$ cat config.mk
export PLATFORM = sky130hd
export DESIGN_NAME = copy_n
export DESIGN_NICKNAME = d
export VERILOG_FILES = /design/src/rtl/copy_n.sv
export SDC_FILE = /design/constraint.sdc
export NUM_CORES = 1
export LEC_CHECK = 0
export CAP_MARGIN = 40
export CORE_MARGIN = 4
export CORE_UTILIZATION = 56
export CTS_BUF_LIST = sky130_fd_sc_hd__clkbuf_16
export CTS_CLUSTER_DIAMETER = 120
export DETAILED_ROUTE_END_ITERATION = 7
export PLACE_DENSITY = 0.92
export SLEW_MARGIN = 20
export SYNTH_ARGS = -nofsm -noshare
export SYNTH_HDL_FRONTEND = slang
export SYNTH_SLANG_ARGS = --single-unit
$ cat constraint.sdc
create_clock -name clk -period 2.9 [get_ports clk]
set_clock_uncertainty 0.1 [all_clocks]
set_input_delay 0.58 -clock clk [delete_from_list [all_inputs] [get_ports clk]]
set_output_delay 0.58 -clock clk [all_outputs]
set_load 0.05 [all_outputs]
$ cat src/rtl/copy_n.sv
// rtl/copy_n.sv - one-to-N token replicator with an independent FIFO per output channel
//
// Each accepted input token is written into the FIFO of every channel enabled
// in out_en. Each channel then drains on its own valid/ready handshake.
// Acceptance requires room in every enabled channel, so a slow consumer can
// only stall new input. It never stalls another channel's drain.
//
// Optional feature macro: COPY_N_STATS_EN adds the accept_count and drop_count
// outputs.
//
// Ports:
//   clk          single clock, rising edge
//   rst          synchronous active-high reset
//   in_data      input token (WIDTH bits)
//   in_valid     producer offers in_data
//   in_ready     token accepted this cycle when in_valid is also high
//   out_en       per-channel enable mask (N bits)
//   out_data     channel i token at [i*WIDTH +: WIDTH]
//   out_valid    channel i holds a token
//   out_ready    consumer i takes the head token
//   busy         registered: some channel FIFO is non-empty
//   accept_count (COPY_N_STATS_EN) accepted tokens, wraps at 16 bits
//   drop_count   (COPY_N_STATS_EN) tokens accepted with out_en all zero
module copy_n #(
  parameter int WIDTH = 8,
  parameter int N     = 3,
  parameter int DEPTH = 2
) (
  input  logic               clk,
  input  logic               rst,
  input  logic [WIDTH-1:0]   in_data,
  input  logic               in_valid,
  output logic               in_ready,
  input  logic [N-1:0]       out_en,
  output logic [N*WIDTH-1:0] out_data,
  output logic [N-1:0]       out_valid,
  input  logic [N-1:0]       out_ready,
  output logic               busy
`ifdef COPY_N_STATS_EN
  ,
  output logic [15:0]        accept_count,
  output logic [15:0]        drop_count
`endif
);

  localparam int AW = $clog2(DEPTH);
  localparam int CW = AW + 1;

  logic [WIDTH-1:0] mem [N][DEPTH];
  logic [AW-1:0]    wptr [N];
  logic [AW-1:0]    rptr [N];
  logic [CW-1:0]    count [N];
  logic [CW-1:0]    count_next [N];

  logic [N-1:0] full;
  logic [N-1:0] push;
  logic [N-1:0] pop;
  logic [N-1:0] nonempty_next;
  logic         accept;

  always_comb begin
    full          = '0;
    push          = '0;
    pop           = '0;
    nonempty_next = '0;
    out_valid     = '0;
    out_data      = '0;
    for (int i = 0; i < N; i++) begin
      full[i]      = (count[i] == CW'(DEPTH));
      out_valid[i] = (count[i] != '0);
      // Zero the data of an empty channel so that reset leaves out_data at 0
      // without clearing the storage array.
      if (out_valid[i])
        out_data[i*WIDTH +: WIDTH] = mem[i][rptr[i]];
    end
    // Readiness uses only registered occupancy and the enable mask. It never
    // uses out_ready, so a full FIFO blocks input even when it pops this cycle.
    in_ready = !rst && ((full & out_en) == '0);
    accept   = in_valid && in_ready;
    for (int i = 0; i < N; i++) begin
      push[i]          = accept && out_en[i];
      pop[i]           = out_valid[i] && out_ready[i];
      count_next[i]    = count[i] + CW'(push[i]) - CW'(pop[i]);
      nonempty_next[i] = (count_next[i] != '0);
    end
  end

  always_ff @(posedge clk) begin
    if (rst) begin
      for (int i = 0; i < N; i++) begin
        wptr[i]  <= '0;
        rptr[i]  <= '0;
        count[i] <= '0;
      end
      busy <= 1'b0;
    end else begin
      for (int i = 0; i < N; i++) begin
        if (push[i]) begin
          mem[i][wptr[i]] <= in_data;
          wptr[i]         <= wptr[i] + AW'(1);
        end
        if (pop[i])
          rptr[i] <= rptr[i] + AW'(1);
        count[i] <= count_next[i];
      end
      // Registered from next-state occupancy, so busy lines up with out_valid.
      busy <= |nonempty_next;
    end
  end

`ifdef COPY_N_STATS_EN
  always_ff @(posedge clk) begin
    if (rst) begin
      accept_count <= '0;
      drop_count   <= '0;
    end else if (accept) begin
      accept_count <= accept_count + 16'd1;
      if (out_en == '0)
        drop_count <= drop_count + 16'd1;
    end
  end
`endif

endmodule

# After elaboration in Yosys (flattened, before gate mapping)

Memory sizes are Yosys's and may differ from the RTL's.
Cells that the tools add are included.

Muxes and demuxes: 51
Bitwise gates (word level): 16
Equal/unequal tests: 3
Reductions and logical operators: 20
Order comparisons: 9
Add/sub/neg operators: 12

Operator list:

| operator              | count |
|---|---|
| $mux W8               | 15 |
| $mux W16              | 3 |
| $mux W1               | 27 |
| $demux W8 S1          | 3 |
| $ge A2 B2 Y1 const B  | 6 |
| $not A1 Y2            | 6 |
| $reduce_bool A2 Y1    | 6 |
| $logic_and A1 B1 Y1   | 11 |
| $or A1 B1 Y1          | 9 |
| $add A1 B1 Y1 const B | 6 |
| $add A2 B1 Y2         | 3 |
| $eq A2 B2 Y1 const B  | 3 |
| $lt A2 B1 Y1 const B  | 3 |
| $mux W2               | 3 |
| $sub A2 B1 Y2         | 3 |
| $and A3 B3 Y3         | 1 |
| $logic_not A3 Y1      | 1 |
| $reduce_or A3 Y1      | 1 |
| $logic_not A1 Y1      | 1 |

Input port bits: 17
Flip-flop bits (word level): 1
Memories: 4
Output and inout bits: 29
Bits in writable memories: 60

Memory list:

| name  | depth | bits a word | rd ports | clocked after Yosys merged registers in | wr ports | line | RTL |
|---|---|---|---|---|---|---|---|
| mem   | 3     | 16          | 3        | 0                                       | 3        | 49   | `logic [WIDTH-1:0] mem [N][DEPTH];` |
| count | 3     | 2           | 3        | 0                                       | 3        | 52   | `logic [CW-1:0] count [N];` |
| rptr  | 3     | 1           | 3        | 0                                       | 3        | 51   | `logic [AW-1:0] rptr [N];` |
| wptr  | 3     | 1           | 3        | 0                                       | 3        | 50   | `logic [AW-1:0] wptr [N];` |

# Longest topological paths before layout

Gate-level depths: netlist (run 1).

Depth after elaboration: 10
Mapped depth: 8

# Worst setup path before layout (run 1)

Ideal clock, no wire load.

Path kind: input -> output
Start: input rst
End: output in_ready
Data arrival time: 1.513 ns
Path buffers: 0
Path slack: 0.707 ns
Data required time: 2.220 ns
Stages: 3
Cells stage by stage: inv_2 o211ai_4 nor2b_1

Longest elaborated chain between the ends: 2

RTL lines:

| what                | line | RTL |
|---|---|---|
| start: declaration  | 30   | `input logic rst,` |
| $logic_not A1 Y1    | 78   | `in_ready = !rst && ((full & out_en) == '0);` |
| $logic_and A1 B1 Y1 | 78   |  |
| end: declaration    | 33   | `output logic in_ready,` |

No other way between the ends.

==> results.json, run 1 <==
{
  "root_buffer": "clkbuf_16",
  "synth_top_family_by_area": "simple AND/OR/NAND/NOR gates",
  "pre_cts_ws_ns": 0.350,
  "grt_max_degree": 13,
  "multi_input_area_um2": 731,
  "crit_arrival_ns": 2.11,
  "fin_crit_sh_pct": 96.1,
  "cts_made_buffers": 9,
  "slew_viol_final": 0,
  "io_pins": 46,
  "dieArea_um2": 5750,
  "netlist.top_cell.by_area": "edfxtp_1",
  "hp-class": "flip-flop to flip-flop",
  "synth_compound_area_share_pct": 2.86,
  "synth_edf_count": 54,
  "yosysTopAreaCellShare_pct": 62.9,
  "async_flop_share_pct": 0,
  "p_total_uw": 3500,
  "layout_setup_ws_ns": 0.113,
  "nFillCells": 270,
  "cts_setup_buffers": 0,
  "drc_errors": 0,
  "synth-xor-area-share_pct": 2.04,
  "cts_hold_buf": 0,
  "syn_nets": 214,
  "power_density_nw_per_um2": 1020,
  "synthAdderAreaFrac_pct": 2.91,
  "synth.most_common_cell": "edfxtp_1",
  "synthMuxAreaShare_pct": 9.32,
  "tightestPinTransition_ns": 0.606,
  "finalHoldViolCount": 0,
  "wire_per_inst_um": 17.4,
  "ys.flop_type": "edfxtp_1",
  "ys_seq_elements": 61,
  "dr.pass1.iters": 4,
  "die_x_um": 75.9,
  "place.gp.congestion": 0.802,
  "cts_buffer_depth": 2,
  "cts.clk_slew.worst_paths_ns": 0.05,
  "ff_latch_area_um2": 1760,
  "antenna_found_initial": 0,
  "detailed_place_hpwl_um": 3810,
  "yosys-top-cells-area": "edfxtp_1, mux2i_1, dfxtp_1",
  "yosysSeqAreaShare_pct": 68.3,
  "nNetsFinal": 274,
  "period_needed_ns": 2.79,
  "rsz0062_at_grt": "false",
  "syn_area_per_cell_um2": 13.5,
  "cp-start-kind": "flip-flop",
  "worstPathRequired_ns": 2.22,
  "r2r-start": "count[0][1]$_SDFF_PP0_",
  "hold_slack_ns": 0.499,
  "wl_um": 5350,
  "grt_pass1_wl_um": 8580,
  "antenna_left": 0,
  "row_count": 24,
  "grt.total_usage_pct": 21.1,
  "outcome": "completed",
  "cts_resized": 0,
  "die_h_um": 75.9,
  "synth.cell_area_um2": 2580,
  "setup_viol": 0,
  "viasPerCell": 5.50,
  "cap_violations": 0,
  "timing.critical_path.from": "rptr[0][2]$_SDFFCE_PP0P_",
  "layout-drive-gt1-share_pct": 11.3,
  "antenna_cells": 0,
  "grt_pass1_vias": 1805,
  "ys_warn_count": 0,
  "drtIter0Drc": 98,
  "cellLeakagePower_uw": 0.00132,
  "ys_top_cells_by_count": "edfxtp_1, nor2_1, mux2i_1",
  "cts_tree": "done",
  "synth_cells": 191,
  "synth.distinct_cells": 27,
  "cts_htree_levels": 3,
  "cp-end-kind": "output port",
  "coreArea_um2": 4410,
  "syn2layout_area_growth_pct": 33.6,
  "worstSetupPathType": "flip-flop to output port",
  "vias": 1693,
  "vdd_drop_max_mv": 0.585,
  "max_freq_mhz": 359,
  "cts.sinks": 61,
  "grt_overflow": 0,
  "start_util_pct": 58.4,
  "hp-start": "count[0][5]$_SDFF_PP0_",
  "synth_simple_gate_area_share_pct": 11.2,
  "timing.slew.headroom_pct": 59.5,
  "io_buffers": 45,
  "clk_latency_ns": 0.32,
  "fin_setup_tns_ns": 0,
  "cp_max_fo": 9
}
[final timing paths]
kind | endpoint | slack, ns | cells after the start
worst min register to register | count[0][5]$_SDFF_PP0_ | 0.50 | 2
worst max register to register | busy$_SDFF_PP0_ | 0.86 | 8
worst min-delay path | count[0][5]$_SDFF_PP0_ | 0.50 | 2
worst max-delay path | out_data[20] | 0.11 | 3
[flip-flops by register name, summed over array words and instances (netlist names)]
register,cells
count,6
rptr,3
wptr,3
busy,1
mem,48
[cell type report]
cell class | count | area share (%)
sequential | 61 | 51.1
multi-input combinational | 108 | 21.2
timing repair buffer | 53 | 15.1
clock buffer | 9 | 6.54
clock inverter | 7 | 2.14
inverter | 18 | 1.96
tap | 52 | 1.89
[worst max-delay path: stages, from the launching register on]
cell             delay, ns
edfxtp_1              0.59
mux2i_1               0.19
nor2_1                0.17
clkdlybuf4s50_1       0.83
[logic make-up after synthesis]
family                   count (synthesis)
buffers and inverters                   22
adder cells (fa/ha/maj)                  6
flip-flops                              61
AND/OR/NAND/NOR                         62
XOR/XNOR                                 6
multiplexers                            24
AO/OA/AOI/OAI                           10
[metal layers]
layer  up-vias  routed length (um)  global-route usage (%)
li1        808                   -                       -
met1       822                2230                    25.7
met2        57                2690                    34.3
met3         6                 373                    6.07
met4         0                  57                    10.3
met5         -                   0                       0
[metrics by stage]
step                cells  cell area, um^2  utilization [%]
CTS                   308             3440             78.0
floorplan             191             2580                -
global route          308             3440             78.0
global placement      292             3150             71.3
finish                308             3440             78.0
detailed placement    292             3150             71.3
[power by group]
| group | internal (uW) | total [uW] | switching (uW) |
|---|---|---|---|
| combinational | 462 | 1310 | 849 |
| sequential | 1050 | 1130 | 87.8 |
| clock | 668 | 1050 | 385 |
[placed cells by master, fill, tap and decap left out]
| master | n |
|---|---|
| xnor2_1 | 4 |
| inv_1 | 17 |
| and3_1 | 1 |
| clkinvlp_4 | 1 |
| xor2_1 | 2 |
| nor4_1 | 3 |
| dfxtp_1 | 7 |
| buf_4 | 8 |
| nor2_1 | 33 |
| nand3_1 | 1 |
| clkinv_2 | 2 |
| buf_12 | 1 |
| clkdlybuf4s50_1 | 44 |
| nand3b_2 | 1 |
| o211ai_4 | 1 |
| nor3_1 | 11 |
| inv_6 | 2 |
| o21ai_1 | 6 |
| o2111ai_1 | 1 |
| inv_2 | 1 |
| o21ai_0 | 1 |
| ha_1 | 6 |
| edfxtp_1 | 54 |
| nand2_1 | 3 |
| a41oi_1 | 1 |
| nor2b_1 | 4 |
| nand4_1 | 1 |
| nand2b_1 | 2 |
| nand3b_1 | 1 |
| clkinv_4 | 1 |
| clkbuf_16 | 9 |
| bufinv_16 | 1 |
| nand2_2 | 1 |
| mux2i_1 | 24 |
Note: power is estimated with default switching activity, not from simulation.
==> inputs of run 2 (changes only) <==
--- a/config.mk
+++ b/config.mk
@@ -8,9 +8,9 @@
 export CAP_MARGIN = 40
 export CORE_MARGIN = 4
-export CORE_UTILIZATION = 56
-export CTS_BUF_LIST = sky130_fd_sc_hd__clkbuf_16
+export CORE_UTILIZATION = 58
+export CTS_BUF_LIST = sky130_fd_sc_hd__clkbuf_8
 export CTS_CLUSTER_DIAMETER = 120
 export DETAILED_ROUTE_END_ITERATION = 7
-export PLACE_DENSITY = 0.92
+export PLACE_DENSITY = 0.95
 export SLEW_MARGIN = 20
 export SYNTH_ARGS = -nofsm -noshare
==> constraint.sdc (replaced) <==
create_clock -name clk -period 2.9 [get_ports clk]
set_clock_uncertainty 0.1 [all_clocks]
set_input_delay 0.58 -clock clk [delete_from_list [all_inputs] [get_ports clk]]
set_output_delay 0.58 -clock clk [all_outputs]
set_load 0.005 [all_outputs]
==> run 2 against run 1 <==
  * Routed wire length shrank 4.3%
  * Clock power shrank 33%
  * Combinational power shrank 37%
  * Die area shrank 3.1%
  * Maximum frequency grew 7.9%
  * Core utilization grew 2.2 points
  * Critical endpoint is now in_ready
==> results.json, run 2 (synthesized netlist as in run 1, its figures left out) <==
{
  "outcome": "completed",
  "row_count": 23,
  "multi_input_area_um2": 731,
  "cap_violations": 0,
  "period_needed_ns": 2.58,
  "place.gp.congestion": 0.823,
  "grt.total_usage_pct": 20.6,
  "clk_latency_ns": 0.32,
  "fin_setup_tns_ns": 0,
  "crit_path_max_incr_delay_ns": 0.51,
  "root_buffer": "clkbuf_8",
  "drtIter0Drc": 144,
  "rsz0062_at_grt": "false",
  "grt_overflow": 0,
  "drc_errors": 0,
  "cp-start-kind": "input port",
  "cts_made_buffers": 9,
  "vdd_drop_max_mv": 0.550,
  "vias": 1671,
  "grt_max_degree": 12,
  "post-route-cell-area_um2": 3320,
  "cellLeakagePower_uw": 0.00127,
  "cp_max_fo": 9,
  "layout_setup_ws_ns": 0.316,
  "cts_setup_buffers": 0,
  "viasPerCell": 5.46,
  "dieArea_um2": 5580,
  "fin_util_pct": 80.2,
  "cts_buffer_depth": 2,
  "hp-class": "flip-flop to flip-flop",
  "wl_um": 5120,
  "crit_chain": "clkdlybuf4s50_1, inv_2, o211ai_4, nor2b_1, clkdlybuf4s50_1",
  "die_h_um": 74.7,
  "timing.slew.headroom_pct": 60.2,
  "crit_arrival_ns": 1.90,
  "cts_htree_levels": 3,
  "final_common_cell": "edfxtp_1",
  "slew_viol_final": 0,
  "cts_hold_buf": 0,
  "worstPathRequired_ns": 2.22,
  "power_density_nw_per_um2": 799,
  "crit_top_cell": "clkdlybuf4s50_1",
  "layout-drive-gt1-share_pct": 10.5,
  "finalHoldViolCount": 0,
  "wire_per_inst_um": 16.7,
  "worstSetupPathType": "input port to output port",
  "max_freq_mhz": 387,
  "io_buffers": 45,
  "tightestPinTransition_ns": 0.595,
  "grt_pass1_wl_um": 8180,
  "die_x_um": 74.7,
  "fin_crit_sh_pct": 89.1,
  "cp_slowest_cell": "clkdlybuf4s50_1",
  "cts.clk_slew.worst_paths_ns": 0.06,
  "io_pins": 46,
  "mostFrequentLayoutCells": "edfxtp_1, clkdlybuf4s50_1, nor2_1",
  "nNetsFinal": 274,
  "detailed_place_hpwl_um": 3630,
  "dr.pass1.iters": 4,
  "setup_viol": 0,
  "largest_reg_flops": 48,
  "nFillCells": 234,
  "coreArea_um2": 4140,
  "syn2layout_area_growth_pct": 28.9,
  "dpl-instance-area_um2": 3130,
  "hold_slack_ns": 0.496,
  "cp-end-kind": "output port",
  "antenna_found_initial": 0,
  "antenna_left": 0,
  "cts.sinks": 61,
  "start_util_pct": 62.2,
  "grt_pass1_vias": 1708,
  "antenna_cells": 0,
  "cts_tree": "done",
  "ff_latch_area_um2": 1760,
  "pre_cts_ws_ns": 0.309,
  "cts_resized": 0
}
-- run 2: cell type report --
class	count	share of cell area, %
flip-flops and latches	61	53.0
multi-input cells	108	22.0
repair buffers	53	15.4
clock buffers	9	3.73
inverters	18	2.03
clock inverters	7	2.00
well taps	50	1.88
-- run 2: through the flow --
step                cells  power, uW
finish                306       2660
global route          306       2810
CTS                   306       2680
detailed placement    290       1960
global placement      290       1930
floorplan             191       1540
-- run 2: final timing paths --
kind | end | cells after the start | from | slack [ns]
max reg2reg | busy$_SDFF_PP0_ | 8 | count[0][1]$_SDFF_PP0_ | 0.80
min | wptr[0][2]$_SDFFCE_PP0P_ | 1 | wptr[0][2]$_SDFFCE_PP0P_ | 0.50
min reg2reg | wptr[0][2]$_SDFFCE_PP0P_ | 1 | wptr[0][2]$_SDFFCE_PP0P_ | 0.50
max | in_ready | 5 | rst | 0.32
-- run 2: worst max-delay path, delay by kind of cell --
kind	cells	cell delay [ns]
AO/OA/AOI/OAI	1	0.09
buffers and inverters	3	1.12
AND/OR/NAND/NOR	1	0.12
-- run 2: layer usage --
layer / wire length [um] / track usage (%) / share of wire, %
met2: 2600 / 33.1 / 51
met1: 2090 / 27.4 / 41
met5: 0 / 0 / 0
met3: 351 / 4.01 / 6.9
met4: 78 / 9.68 / 1.5
-- run 2: power breakdown --
part           leakage (uW)  internal, uW  switching, uW
Sequential         0.000555          1040           87.0
Clock              0.000100           392            314
Combinational      0.000612           447            373
==> inputs of run 3 (changes only) <==
- CORE_UTILIZATION: 58 -> 49
- PLACE_DENSITY: 0.95 -> 0.86
- clock period: 2.9 -> 2.2 ns (I/O delays scaled with it)
==> run 3 against run 2 <==
  * Final cell count increased by 13%
  * Total power increased by 35%
  * Combinational power up 46%
  * Global-route usage shrank 2.0 points
  * Design area is 7.9% higher
  * Setup slack worse by 0.24 ns
  * Worst hold slack better by 0.014 ns
  * Clock-buffer cell count is the same
  * Routed wire length grew 12%
  * Clock power grew 31%
  * Critical path type is now flip-flop to output port
==> results.json, run 3 (synthesized netlist as in run 1, its figures left out) <==
{
  "outcome": "completed",
  "rrSetupSlack_ns": 0.28,
  "place.gp.congestion": 0.847,
  "cts.sinks": 61,
  "cp_max_fo": 5,
  "period_needed_ns": 2.12,
  "clk_latency_ns": 0.33,
  "start_util_pct": 50.5,
  "coreArea_um2": 5110,
  "cp-end-kind": "output port",
  "cts_buffer_depth": 2,
  "rsz0062_at_grt": "false",
  "cts.clk_slew.worst_paths_ns": 0.06,
  "clockPowerShare_pct": 25.7,
  "cp-start-kind": "flip-flop",
  "root_buffer": "clkbuf_8",
  "p_seq_share_pct": 40.8,
  "p_int_uw": 2530,
  "grt_max_degree": 11,
  "layout-drive-gt1-share_pct": 18.5,
  "worstSetupPathType": "flip-flop to output port",
  "holdPathEnd": "wptr[0][1]$_SDFFCE_PP0P_",
  "cts_tree": "done",
  "io_pins": 46,
  "cts_htree_levels": 3,
  "cts_hold_buf": 0,
  "dieArea_um2": 6490,
  "grt_pass1_wl_um": 8640,
  "hp-start": "wptr[0][1]$_SDFFCE_PP0P_",
  "ff2ff_path_depth": 8,
  "drtIter0Drc": 148,
  "die_x_um": 80.5,
  "slew_viol_final": 0,
  "hold_slack_ns": 0.510,
  "max_freq_mhz": 471,
  "largest_reg_flops": 48,
  "grt_pass1_vias": 1839,
  "syn2layout_area_growth_pct": 39.1,
  "die_h_um": 80.5,
  "p_total_uw": 3600,
  "wire_per_inst_um": 16.6,
  "cap_violations": 0,
  "row_count": 26,
  "worstPathRequired_ns": 1.66,
  "mostFrequentLayoutCells": "edfxtp_1, nor2_1, buf_4",
  "hp-class": "flip-flop to flip-flop",
  "r2r-start": "count[0][1]$_SDFF_PP0_",
  "antenna_left": 0,
  "vdd_drop_max_mv": 0.547,
  "detailed_place_hpwl_um": 3810,
  "crit_arrival_ns": 1.58,
  "nNetsFinal": 294,
  "timing.slew.headroom_pct": 66.8,
  "netSwitchingFraction_pct": 29.7,
  "tightestPinTransition_ns": 0.495,
  "grt_overflow": 0,
  "switching_power_uw": 1070,
  "setup_viol": 0,
  "finalHoldViolCount": 0,
  "cellLeakagePower_uw": 0.00175,
  "dr.pass1.iters": 4,
  "antenna_cells": 0,
  "antenna_found_initial": 0,
  "io_buffers": 45,
  "wl_um": 5740,
  "power_density_nw_per_um2": 1000,
  "fin_crit_sh_pct": 96.5,
  "p_comb_share_pct": 33.5,
  "r2r_end": "busy$_SDFF_PP0_",
  "grt.total_usage_pct": 18.6,
  "vias": 1797,
  "cts_made_buffers": 9,
  "final_common_cell": "edfxtp_1",
  "viasPerCell": 5.21,
  "worstHoldPathCells": 1,
  "drc_errors": 0
}
-- run 3: worst max-delay path by stage --
stage	from	endpoint	slack, ns	cells past startpoint
6_report	rptr[0][1]$_SDFFCE_PP0P_	out_data[15]	0.08	4
5_1_grt	rptr[0][1]$_SDFFCE_PP0P_	out_data[15]	0.003	4
4_1_cts	rptr[0][1]$_SDFFCE_PP0P_	out_data[8]	-0.01	4
3_5_place_dp	out_en[2]	busy$_SDFF_PP0_	-0.11	9
3_3_place_gp	out_en[2]	busy$_SDFF_PP0_	-0.08	9
2_1_floorplan	out_en[1]	mem[0][0]$_DFFE_PP_	0.35	3
-- run 3: repair_timing --
action,4_1_cts,5_1_grt
endpoints found under the setup margin,28,25
gates resized for setup,10,30
pin swaps,0,0
setup buffers,6,0
-- run 3: layout make-up --
cell class | count | area, um^2
tap | 70 | 87.6
sequential | 61 | 1760
fill | 382 | 1520
inverter | 18 | 67.6
timing repair buffer | 73 | 722
clock buffer | 9 | 124
multi-input combinational | 108 | 764
clock inverter | 6 | 56.3
-- run 3: power by group through the flow --
stage,sequential (uW),combinational [uW],clock [uW]
floorplan,1440,581,0
global placement,1490,1110,0
detailed placement,1500,1140,0
CTS,1450,1220,929
global route,1480,1340,1010
finish,1470,1200,924
-- run 3: per-stage QoR --
stage	setup TNS (ns)	setup slack, ns	cells	area, um^2	util (%)
final	0	0.0775	345	3590	70.2
after global routing	0	0.00271	345	3590	70.2
after CTS	-0.00955	-0.00955	345	3500	68.6
after detailed placement	-0.170	-0.106	324	3260	63.9
after global placement	-0.104	-0.0765	324	3260	63.9
after floorplan	0	0.351	191	2580	-
-- run 3: per-layer routing --
layer	wire length [um]	global-route usage [%]
met4	93	8.61
met2	3040	30.7
met5	0	0
met1	2280	22.5
met3	329	5.27
-- run 3: worst max-delay path: stages, from the launching register on --
cell and delay [ns]:
edfxtp_1 0.41, buf_6 0.16, mux2i_1 0.11, nor2_1 0.08, clkdlybuf4s50_1 0.50
